## config.mk

```make
export PLATFORM = sky130hd
export DESIGN_NAME = fc3_ctrl
export DESIGN_NICKNAME = d
export VERILOG_FILES = /design/src/rtl/fc3_ctrl_pkg.sv /design/src/rtl/fc3_ctrl_pipe_delay.sv /design/src/rtl/fc3_ctrl.sv
export SDC_FILE = /design/constraint.sdc
export NUM_CORES = 1
export LEC_CHECK = 0
export ABC_AREA = 0
export CORE_MARGIN = 5
export CORE_UTILIZATION = 54
export DETAILED_ROUTE_END_ITERATION = 7
export GPL_TIMING_DRIVEN = 0
export PLACE_DENSITY = 0.84
export SKIP_LAST_GASP = 1
export SLEW_MARGIN = 10
export SYNTH_ARGS = -nofsm -noshare
export SYNTH_HDL_FRONTEND = slang
export SYNTH_SLANG_ARGS = --single-unit
```

## constraint.sdc

```tcl
create_clock -name clk -period 7.5 [get_ports clk]
set_input_delay 1.125 -clock clk [delete_from_list [all_inputs] [get_ports clk]]
set_output_delay 1.125 -clock clk [all_outputs]
set_load 0.005 [all_outputs]
```

## src/rtl/fc3_ctrl_pkg.sv

```systemverilog
// Shared constants, pipeline latencies and one-hot state encoding for the fc3 layer controller.
package fc3_ctrl_pkg;

  localparam int unsigned N_IN     = 84;
  localparam int unsigned N_OUT    = 10;
  localparam int unsigned RD_LAT   = 2;
  localparam int unsigned MAC_LAT  = 3;
  localparam int unsigned POST_LAT = 1;
  localparam int unsigned DW       = 16;

  // Clear lines up with the first product entering the MAC; write with the bias-added result.
  localparam int unsigned CLR_LAT = RD_LAT + 1;
  localparam int unsigned WR_LAT  = RD_LAT + MAC_LAT + POST_LAT;

  typedef enum logic [2:0] {
    StIdle = 3'b001,
    StRun  = 3'b010,
    StDone = 3'b100
  } fc3_state_e;

endpackage

```

## src/rtl/fc3_ctrl_pipe_delay.sv

```systemverilog
// Fixed-depth shift register used to align control strobes with the datapath pipeline.
module fc3_ctrl_pipe_delay #(
  parameter int unsigned Width = 1,
  parameter int unsigned Depth = 1
) (
  input  logic             clk_i,
  input  logic             rst_i,
  input  logic [Width-1:0] d_i,
  output logic [Width-1:0] q_o
);

  logic [Width-1:0] stage_q [Depth];
  logic [Width-1:0] stage_d [Depth];

  always_comb begin
    stage_d[0] = d_i;
    for (int unsigned i = 1; i < Depth; i++) begin
      stage_d[i] = stage_q[i-1];
    end
  end

  always_ff @(posedge clk_i or posedge rst_i) begin
    if (rst_i) begin
      for (int unsigned i = 0; i < Depth; i++) begin
        stage_q[i] <= '0;
      end
    end else begin
      for (int unsigned i = 0; i < Depth; i++) begin
        stage_q[i] <= stage_d[i];
      end
    end
  end

  assign q_o = stage_q[Depth-1];

endmodule

```

## src/rtl/fc3_ctrl.sv

```systemverilog
// Final fully-connected layer controller: address generation plus pipeline-aligned strobes.
// Define FC3_ARGMAX_EN to add the running argmax over the ten class scores.
module fc3_ctrl
  import fc3_ctrl_pkg::*;
(
  input  logic          clk,
  input  logic          rst,
  input  logic          fc3_start,
  input  logic [DW-1:0] fc3_dout,
  output logic [6:0]    f7_raddr,
  output logic [9:0]    w7_raddr,
  output logic          fc3_clr,
  output logic          f8_wr_en,
  output logic [3:0]    f8_waddr,
  output logic          fc3_done,
  output logic [3:0]    class_id,
  output logic          class_valid
);

  localparam logic [6:0] InLast  = 7'(N_IN - 1);
  localparam logic [3:0] OutLast = 4'(N_OUT - 1);

  fc3_state_e state_q, state_d;
  logic [6:0] in_idx_q, in_idx_d;
  logic [3:0] out_idx_q, out_idx_d;
  logic       in_wrap, run;
  logic       clr_t, wr_t, done_t;
  logic [4:0] wr_pipe_in, wr_pipe_out;

  assign in_wrap = (in_idx_q == InLast);

  always_comb begin
    state_d   = state_q;
    in_idx_d  = in_idx_q;
    out_idx_d = out_idx_q;
    run       = 1'b0;
    case (state_q)
      StIdle: begin
        if (fc3_start) state_d = StRun;
      end
      StRun: begin
        run      = 1'b1;
        in_idx_d = in_wrap ? 7'd0 : in_idx_q + 7'd1;
        if (in_wrap) begin
          out_idx_d = (out_idx_q == OutLast) ? 4'd0 : out_idx_q + 4'd1;
          if (out_idx_q == OutLast) state_d = StDone;
        end
      end
      StDone:  state_d = StIdle;
      default: state_d = StIdle;
    endcase
  end

  always_ff @(posedge clk or posedge rst) begin
    if (rst) begin
      state_q   <= StIdle;
      in_idx_q  <= '0;
      out_idx_q <= '0;
    end else begin
      state_q   <= state_d;
      in_idx_q  <= in_idx_d;
      out_idx_q <= out_idx_d;
    end
  end

  assign f7_raddr = in_idx_q;
  assign w7_raddr = 10'(out_idx_q) * 10'(N_IN) + 10'(in_idx_q);

  assign clr_t  = run && (in_idx_q == 7'd0);
  assign wr_t   = run && in_wrap;
  assign done_t = (state_q == StDone);

  // Address is gated so f8_waddr stays 0 between writes.
  assign wr_pipe_in = {wr_t, wr_t ? out_idx_q : 4'd0};

  fc3_ctrl_pipe_delay #(
    .Width(1),
    .Depth(CLR_LAT)
  ) u_clr_dly (
    .clk_i(clk),
    .rst_i(rst),
    .d_i  (clr_t),
    .q_o  (fc3_clr)
  );

  fc3_ctrl_pipe_delay #(
    .Width(5),
    .Depth(WR_LAT)
  ) u_wr_dly (
    .clk_i(clk),
    .rst_i(rst),
    .d_i  (wr_pipe_in),
    .q_o  (wr_pipe_out)
  );

  assign f8_wr_en = wr_pipe_out[4];
  assign f8_waddr = wr_pipe_out[3:0];

  fc3_ctrl_pipe_delay #(
    .Width(1),
    .Depth(WR_LAT)
  ) u_done_dly (
    .clk_i(clk),
    .rst_i(rst),
    .d_i  (done_t),
    .q_o  (fc3_done)
  );

`ifdef FC3_ARGMAX_EN
  logic signed [DW-1:0] max_q, max_d;
  logic [3:0]           best_q, best_d;
  logic [3:0]           class_q, class_d;

  // Strictly-greater update keeps the lowest index on ties.
  always_comb begin
    max_d   = max_q;
    best_d  = best_q;
    class_d = class_q;
    if (f8_wr_en && ((f8_waddr == 4'd0) || ($signed(fc3_dout) > max_q))) begin
      max_d  = $signed(fc3_dout);
      best_d = f8_waddr;
    end
    if (fc3_done) class_d = best_q;
  end

  always_ff @(posedge clk or posedge rst) begin
    if (rst) begin
      max_q   <= '0;
      best_q  <= '0;
      class_q <= '0;
    end else begin
      max_q   <= max_d;
      best_q  <= best_d;
      class_q <= class_d;
    end
  end

  // The last score lands the cycle before fc3_done, so bypass the holding register then.
  assign class_id    = fc3_done ? best_q : class_q;
  assign class_valid = fc3_done;
`else
  logic unused_dout;
  assign unused_dout = ^fc3_dout;
  assign class_id    = 4'd0;
  assign class_valid = 1'b0;
`endif

endmodule

```

[After elaboration in Yosys (flattened, before gate mapping)]
Index checks and enable logic that the tools add are counted.
Storage, ports and cells
  logic and storage cells: 43
  memory bits (read-only): 0
  memories: 0
  bits in latches: 0
  output and inout bits: 29
  bits of input ports: 19
  memory bits (writable): 0
  register bits after elaboration: 53
Cells by class
  divide/modulo/power cells: 0
  shift-type cells: 0
  bitwise logic cells: 0
  $mul: 1
  equal/unequal tests: 8
  reduce and logical (&&, ||, !) cells: 5
  $add $sub $neg: 3
  muxes and demuxes: 8
  magnitude comparators: 0
Operator list (number)
  adder 10 x 7 -> 10 bit: 1
  2-to-1 mux 3 bit: 3
  multiplier 4 x 5 -> 8 bit (second input constant): 1
  2-to-1 mux 4 bit: 2
  adder 7 x 1 -> 7 bit (second input constant): 1
  == test 7 bit (second input constant): 1
  logical NOT 7 bit: 1
  2-to-1 mux 7 bit: 1
  inequality test 2 bit (second input constant): 3
  one-hot mux 3 bit (2 select lines): 1
  adder 4 x 1 -> 4 bit (second input constant): 1
  == test 4 bit (second input constant): 1
  == test 3 x 1 -> 1 bit (second input constant): 1
  == test 3 x 2 -> 1 bit (second input constant): 1
  == test 3 bit (second input constant): 1
  AND reduction 3 bit: 1
  logical AND 1 bit: 2
  AND reduction 2 bit: 1
  2-to-1 mux 1 bit: 1

[Logic depth before layout (Yosys ltp)]
Gate-level depths: netlist of the first run.
  word-level depth: 4
  depth in mapped cells: 8
  gate-level depth less buffers: 8

[By module]
From an unflattened synthesis of the first run, not the netlist that was laid out.
Unflattened totals
  cells, all modules: 178
  area total of the unflattened synthesis: 2228.4 µm²
Modules (own cells, without submodules)
  fc3_ctrl: cells an instance 136, times used 1, area each 1241.2 µm², sequential area each 351.6 µm²
  fc3_ctrl_pipe_delay at u_wr_dly: cells an instance 31, times used 1, area each 754.5 µm², sequential area each 750.7 µm²
  fc3_ctrl_pipe_delay at u_done_dly: cells an instance 7, times used 1, area each 153.9 µm², sequential area each 150.1 µm²
  fc3_ctrl_pipe_delay at u_clr_dly: cells an instance 4, times used 1, area each 78.8 µm², sequential area each 75.1 µm²

[Worst setup path after synthesis of the first run]
No wires, ideal clock.
  path type: register to output
  from: register out_idx_q[1]
  to: output port w7_raddr[9]
  arrival time: 2.298 ns
  data required time: 6.375 ns
  path buffers: 0
  stages on the path, launching flop included: 8
  setup slack: 4.077 ns
  cells stage by stage: dfrtp_1 ha_1 fa_1 ha_1 or3b_2 mux2i_1 o221ai_1 xnor2_1
On the way
  cells in the longest elaborated chain, start to end: 2
Ends and longest elaborated chain
  start, declared: line fc3_ctrl.sv:25  | logic [3:0] out_idx_q, out_idx_d;
  start signal, assigned: line fc3_ctrl.sv:62  | out_idx_q <= out_idx_d;
  multiplier 4 x 5 -> 8 bit: line fc3_ctrl.sv:67  | assign w7_raddr = 10'(out_idx_q) * 10'(N_IN) + 10'(in_idx_q);
  adder 10 x 7 -> 10 bit: line fc3_ctrl.sv:67
  end, declared: line fc3_ctrl.sv:11  | output logic [9:0] w7_raddr,
No other way between the ends.

[Worst setup path in the final report of the first run]
Ends and elaborated chain as after synthesis.

==> impl_results.md, run 1 <==
* Status: finished clean
* Top Usage Layer GRT: met2
* Slew @ Worst Pin at 0.504 ns
* Synthesized area per cell at ~12 um2
* Worst reg2reg setup slack at 5.83 ns
* Seq/Total Area, Yosys at 59.6%
* Post-synth EDFFs at 0
* Area occupied by multi-input gates at approximately 800 um2
* Final wirelength at 3.60 mm
* GRT Total Usage at roughly 15%
* Pwr Density at approximately 180 nW/um2
* Die Ht at 74.2 um
* Total gr overflow at 0
* Leakage at 1.34 nW
* Synthesis-to-layout area growth at 21.1%
* FFs w/ async S/R, synth at 100%
* Final net count at 251
* Comb power frac at 2.0%
* Internal power at approximately 390 uW
* R2R cell count at 5
* Crit path launch: out_idx_q[1]
* Post-route cell area at 2700 um2
* Placed cell area at 2590 um2
* H-tree depth at 2
* Reg-to-reg endpoint: out_idx_q[1]
* Met1 Use GR at between 10% and 20%
* Hold Vio Cnt, Final at 0
* Power share of the clock group at between 30% and 40%
* Max Clk Rate at 225 MHz
* Total core area at 4000 um2
* Die Span X at 74.2 um
* Mapped Area at ~2200 um2
* CTS Buf Count at 5
* Most frequent cells after synthesis: dfrtp_1 (52), ha_1 (13), o21ai_0 (12)
* Net Sw Frac at 19.5%
* DRT antenna net count at 0
* Largest net degree at the start of global routing at 31
* Pre-CTS setup slack at 3.40 ns
* Clock Latency Late Sink at 0.30 ns
* Vias in the first global route at approximately 1400
* Reg-to-Reg Start: f7_raddr[0]
* Port buffer count at 26
* RSZ-0062 raised after global routing: no
* Yosys top cell by area: dfrtp_1
* Reg area at about 1300 um2
* Util after Layout at 67.4%
* Clock Skews at 0.00405 ns
* Slew Limit Headroom at 66.3%
* Clock transition at path regs at 0.09 ns
* Rows at 23
* Gp weighted congestion at 0.853
* Via count at 1391
* Setup TNS at 0 ns
* Critical Path RT at roughly 6.4 ns
* Worst Path Arrival at 3.32 ns
* Setup crit end kind: output port
* Max Slew Vio Count at 0
* M2 GR Usage at 24.9%
* # Post-CTS Setup Buffers at 0
* Number of DRC markers in iteration 0 at 55
* I/O pin cnt at 48
* Seq pwr share at about three fifths
* Gate Count Post-Synth at 179
* Final period demand of the worst path at 4.44 ns
* # DRC at 0
* Tightest Hold Check Type: flip-flop to flip-flop
* Final cell count without fillers at 268
* Diode count at 0
* Top-area cell type share of the netlist area at 58.4%
* Mean routed wirelength per cell at 13.4 um
* WS Path Type: flip-flop to output port
* Worst setup margin at 3.06 ns
* Fraction of the cycle the final worst path needs at around three fifths
* Cts repair resizes at 0
* Initial antenna violation count at 0
* Dpl hpwl at 2.57 mm
* FILL cells at 326
* Number of synthesized register bits at 53
* DP Cell Count at 260
* CTS max path bufs at 2
* Share of layout cells above drive strength 1 at 10.1%
* Post-DR vias/cell at 5.19
* Net Sw Power at approximately 94 uW
* Root Driver: clkbuf_8
* Die Area at 5510 um2
* VDD IR max at 125 uV
* Clock sinks at 53
* Critical path fanouts, max at 7
* Grt met3 use at 5.14%
* CTS Hold Buffers Added at 0
* First-pass GRT wire length at roughly 6.4 mm
* Main synth FF type: dfrtp_1
* Drt pass-1 iters at 4
* Synth top area cells: dfrtp_1 (58%), ha_1 (7.3%), xnor2_1 (3.9%), o21ai_0 (2.7%), buf_4 (2.4%)
* Max Cap Violations at 0
* Count leader, synth: dfrtp_1
* Final setup violation count at 0
* Post-synth cell types at 39
* Worst Setup EP: w7_raddr[9]
* Starting density of the core at 55.7%
* Ys Warns at 0
* CTS tree: done
* CP Launch Type: flip-flop
## sequential cells by signal (all words and copies together) (netlist names), 2 cells and up
register and cells:
u_wr_dly.stage_d 25, u_done_dly.stage_d 5, u_clr_dly.stage_d 2, state_q 3
u_wr_dly.q_o 5, f7_raddr 7, out_idx_q 4
## cell type report
class	instances	area share, %
Buffer	8	2.37
Multi-Input combinational cell	113	30.3
Tap cell	50	2.32
Inverter	9	1.25
Timing Repair Buffer	27	10.4
Clock buffer	6	2.69
Clock inverter	2	1.44
Sequential cell	53	49.2
## cells by family after synthesis
group	count (synthesis)	synth area share, %
AND/OR/NAND/NOR	46	12.4
multiplexers	1	0.449
XOR/XNOR	12	4.72
adder cells (fa/ha/maj)	15	9.10
other	1	0.168
AO/OA/AOI/OAI	34	9.21
flip-flops	53	59.6
buffers and inverters	17	4.38
## power by group through the flow
stage | Sequential (mW) | Clock, mW | Combinational (mW)
after floorplan | 0.291 | 0 | 0.00661
after global placement | 0.291 | 0 | 0.00884
after detailed placement | 0.291 | 0 | 0.0104
after CTS | 0.286 | 0.194 | 0.0104
after global routing | 0.286 | 0.208 | 0.0118
final | 0.285 | 0.188 | 0.00990
## worst min-delay path by stage
stage / cells past startpoint / slack (ns) / from / endpoint
final: 0 / 0.35 / u_wr_dly.stage_d[1] / u_wr_dly.q_o[1]
after global placement: 0 / 0.33 / u_clr_dly.stage_d[1] / u_clr_dly.stage_d[0]
after detailed placement: 0 / 0.33 / u_wr_dly.stage_d[0] / u_wr_dly.q_o[0]
after floorplan: 0 / 0.33 / u_clr_dly.stage_d[0] / u_clr_dly.q_o
after global routing: 0 / 0.36 / u_wr_dly.stage_d[10] / u_wr_dly.stage_d[5]
after CTS: 0 / 0.35 / u_done_dly.stage_d[3] / u_done_dly.stage_d[2]
## stage by stage
step | total power, mW | hold WS [ns]
floorplan | 0.298 | 0.331
global placement | 0.300 | 0.333
detailed placement | 0.302 | 0.335
CTS | 0.490 | 0.352
global route | 0.505 | 0.361
finish | 0.484 | 0.353
## per-layer routing
layer	share of wire, %	wire [um]
met5	0	0
met1	46	1660
met4	1.5	55
met2	47	1690
met3	5.4	195
## cell usage in the layout (no fill, tap or decap), types with 3 or more instances in the layout
cell type and count:
nor3_1 5, ha_1 13, nand3b_1 3, clkbuf_8 5, a31oi_1 3, dfrtp_1 52, conb_1 5, nor2_1 6
buf_4 7, o21ai_0 12, inv_1 8, nand3_1 4, xnor2_1 10, nand2_1 9, a21oi_1 8, clkdlybuf4s50_1 26
nor2b_1 3
## critical path: stages, from the launching register on
cell	delay, ns
dfrtp_1	0.48
ha_1	0.27
fa_1	0.49
ha_1	0.28
or3b_2	0.47
mux2i_1	0.16
o221ai_1	0.18
xnor2_1	0.19
clkdlybuf4s50_1	0.51
Power figures use the tool's default switching activity.
==> run 2: changes to the inputs <==
--- a/config.mk
+++ b/config.mk
@@ -7,10 +7,10 @@
 export LEC_CHECK = 0
 export ABC_AREA = 0
 export CORE_MARGIN = 5
-export CORE_UTILIZATION = 54
+export CORE_UTILIZATION = 50
 export DETAILED_ROUTE_END_ITERATION = 7
 export GPL_TIMING_DRIVEN = 0
-export PLACE_DENSITY = 0.84
+export PLACE_DENSITY = 0.79
 export SKIP_LAST_GASP = 1
 export SLEW_MARGIN = 10
 export SYNTH_ARGS = -nofsm -noshare
==> constraint.sdc (replaced) <==
create_clock -name clk -period 4.5 [get_ports clk]
set_input_delay 0.675 -clock clk [delete_from_list [all_inputs] [get_ports clk]]
set_output_delay 0.675 -clock clk [all_outputs]
set_load 0.005 [all_outputs]
==> run 2 against run 1 <==
Count of clock-buffer cells in the layout shrank 1. Largest power group unchanged. Register-to-register slack lost 3.0 ns. Sequential share of layout area shrank 0.20 points. Largest cell class unchanged. Sequential power grew 67%.
==> impl_results.md, run 2 (same netlist as run 1, synthesis figures left out) <==
* Reg-to-Reg Start: state_q[2]
* Cts repair resizes at 0 (unchanged)
* Hold Startpoint: u_clr_dly.stage_d[1]
* Diode count at 0 (unchanged)
* Worst reg2reg setup slack at 2.87 ns (-2.96 ns)
* Max Clk Rate at 250 MHz
* Largest net degree at the start of global routing at 31 (unchanged)
* Post-DR vias/cell at 5.27 (+1.5%)
* Met1 Use GR at 18.9% (-0.21 points)
* Final setup violation count at 0 (unchanged)
* GRT Total Usage at 13.9% (-1.6 points)
* H-tree depth at 2 (unchanged)
* Status: finished clean
* R2R cell count at 4 (-1)
* Gp weighted congestion at 0.806 (-5.6%)
* Area occupied by multi-input gates at 818 um2 (unchanged)
* Share of layout cells above drive strength 1 at 10.6% (+0.46 points)
* Total core area at 4350 um2 (+8.9%)
* Dpl hpwl at 2.69 mm (+4.5%)
* Root Driver: clkbuf_8
* Clock sinks at 53 (unchanged)
* Vias in the first global route at 1419 (-1.7%)
* Via count at 1423 (+2.3%)
* Final wirelength at 3.71 mm (+3.0%)
* CTS Hold Buffers Added at 0 (unchanged)
* Total Power at 811 uW (+68%)
* Placed cell area at 2600 um2 (+0.39%)
* CP max stage cell: clkdlybuf4s50_1
* Die Span X at 76.8 um (+3.4%)
* # DRC at 0 (unchanged)
* Max Slew Vio Count at 0 (unchanged)
* Pwr Density at 299 nW/um2 (+67%)
* Slew Limit Headroom at 57.1% (-9.2 points)
* I/O pin cnt at 48 (unchanged)
* Final net count at 251 (unchanged)
* Total gr overflow at 0 (unchanged)
* DRT antenna net count at 0 (unchanged)
* Rows at 24 (+4.3%)
* Synthesis-to-layout area growth at 21.6%
* Initial antenna violation count at 0 (unchanged)
* Die Ht at 76.8 um (+3.4%)
* Worst Path Arrival at 3.33 ns (about the same)
* Top Usage Layer GRT: met2
* Hold Path End: u_clr_dly.stage_d[0]
* Critical path fanouts, max at 7 (unchanged)
* CTS Buf Count at 5 (unchanged)
* CTS tree: done
* Reg area at 1330 um2 (unchanged)
* Post-route cell area at 2710 um2 (+0.42%)
* Reg-to-reg endpoint: out_idx_q[1]
* Fraction of the cycle the final worst path needs at about nine tenths
* Port buffer count at 26 (unchanged)
* VDD IR max at 158 uV (+27%)
* Critical Path RT at 3.83 ns (-2.55 ns)
* Max Cap Violations at 0 (unchanged)
* CP Launch Type: flip-flop
* FILL cells at 348 (+6.7%)
* CTS max path bufs at 2 (unchanged)
* Drt pass-1 iters at 4 (unchanged)
* Cell mode on critical path: ha_1
* # Post-CTS Setup Buffers at 0 (unchanged)
* Hold Vio Cnt, Final at 0 (unchanged)
* WS Path Type: flip-flop to output port
* First-pass GRT wire length at 6.61 mm (+3.6%)
* Most frequent cells in the layout: dfrtp_1 (52), clkdlybuf4s50_1 (26), ha_1 (13)
* Clock Skews at 0.00940 ns (+0.00535 ns)
* Tightest Hold Check Type: flip-flop to flip-flop
* Crit path launch: out_idx_q[1]
* Max reg flops at 25 (unchanged)
* Starting density of the core at 51.2% (-4.5 points)
* WHS Path Cells at 0 (unchanged)
* Setup TNS at 0 ns (unchanged)
* Grt met3 use at 4.45% (-0.69 points)
* M2 GR Usage at 19.9% (-5.0 points)
* Number of DRC markers in iteration 0 at 81 (+47%)
* Leakage at 1.34 nW (+0.48%)
* Die Area at 5890 um2 (+6.9%)
* Final period demand of the worst path at 4.00 ns
* RSZ-0062 raised after global routing: no
* Commonest non-fill, non-tap cell in the layout: dfrtp_1
* CP max stage delay at 0.51 ns (about the same)
* Setup crit end kind: output port
* CP Cell Sequence: ha_1 > fa_1 > ha_1 > or3b_2 > mux2i_1 > o221ai_1 > xnor2_1 > clkdlybuf4s50_1
* Clock transition at path regs at 0.09 ns (about the same)
* Clock Latency Late Sink at 0.30 ns (about the same)
* Slew @ Worst Pin at 0.643 ns (+0.138 ns)
* Mean routed wirelength per cell at 13.7 um (+2.3%)
## run 2: cell count changes in the layout (fill, tap and decap cells not counted)
| cell | change |
|---|---|
| clkbuf_1 | -1 |
| clkinv_4 | -1 |
| buf_12 | -1 |
| clkinv_2 | +1 |
| buf_16 | +1 |
| inv_6 | +1 |
## run 2: area by class of cell
class                      instances  share of cell area (%)
sequential                        53                    49.0
multi-input combinational        113                    30.2
timing repair buffer              27                    10.6
clock buffer                       5                    2.54
tap                               52                    2.40
buffer                             8                    2.36
clock inverter                     3                    1.62
inverter                           9                    1.25
## run 2: worst max-delay path: cells and delay by family, from the launching register on
| family | cells | cell delay, ns |
|---|---|---|
| and+or+nand+nor | 1 | 0.47 |
| DFF | 1 | 0.48 |
| xor gates and xnor gates | 1 | 0.18 |
| buffers and inverters | 1 | 0.51 |
| muxes | 1 | 0.15 |
| AOI/OAI and AO/OA | 1 | 0.18 |
| adders and majority gates | 3 | 1.05 |
## run 2: power breakdown
part	total, mW	switching [mW]	internal (mW)
Clock	0.317	0.150	0.167
Combinational	0.0178	0.0110	0.00673
Sequential	0.476	0	0.476
## run 2: per-layer routing
layer / vias up / share of wire, %
met5: - / 0
met4: 0 / 1.8
met3: 9 / 7.5
met2: 49 / 47
met1: 686 / 44
li1: 679 / -
## run 2: how the worst max path moves through the flow
stage	endpoint	depth (start not counted)
floorplan	w7_raddr[9]	7
global placement	w7_raddr[9]	8
detailed placement	w7_raddr[9]	8
CTS	w7_raddr[9]	8
global route	w7_raddr[9]	8
finish	w7_raddr[9]	8
## run 2: through the flow
stage | std cells | hold slack [ns] | utilization [%] | worst slack, ns
floorplan | 183 | 0.331 | - | 1.53
global placement | 261 | 0.332 | 59.0 | 0.865
detailed placement | 262 | 0.335 | 59.6 | 0.844
CTS | 270 | 0.355 | 62.2 | 0.489
global route | 270 | 0.361 | 62.2 | 0.338
finish | 270 | 0.352 | 62.2 | 0.497
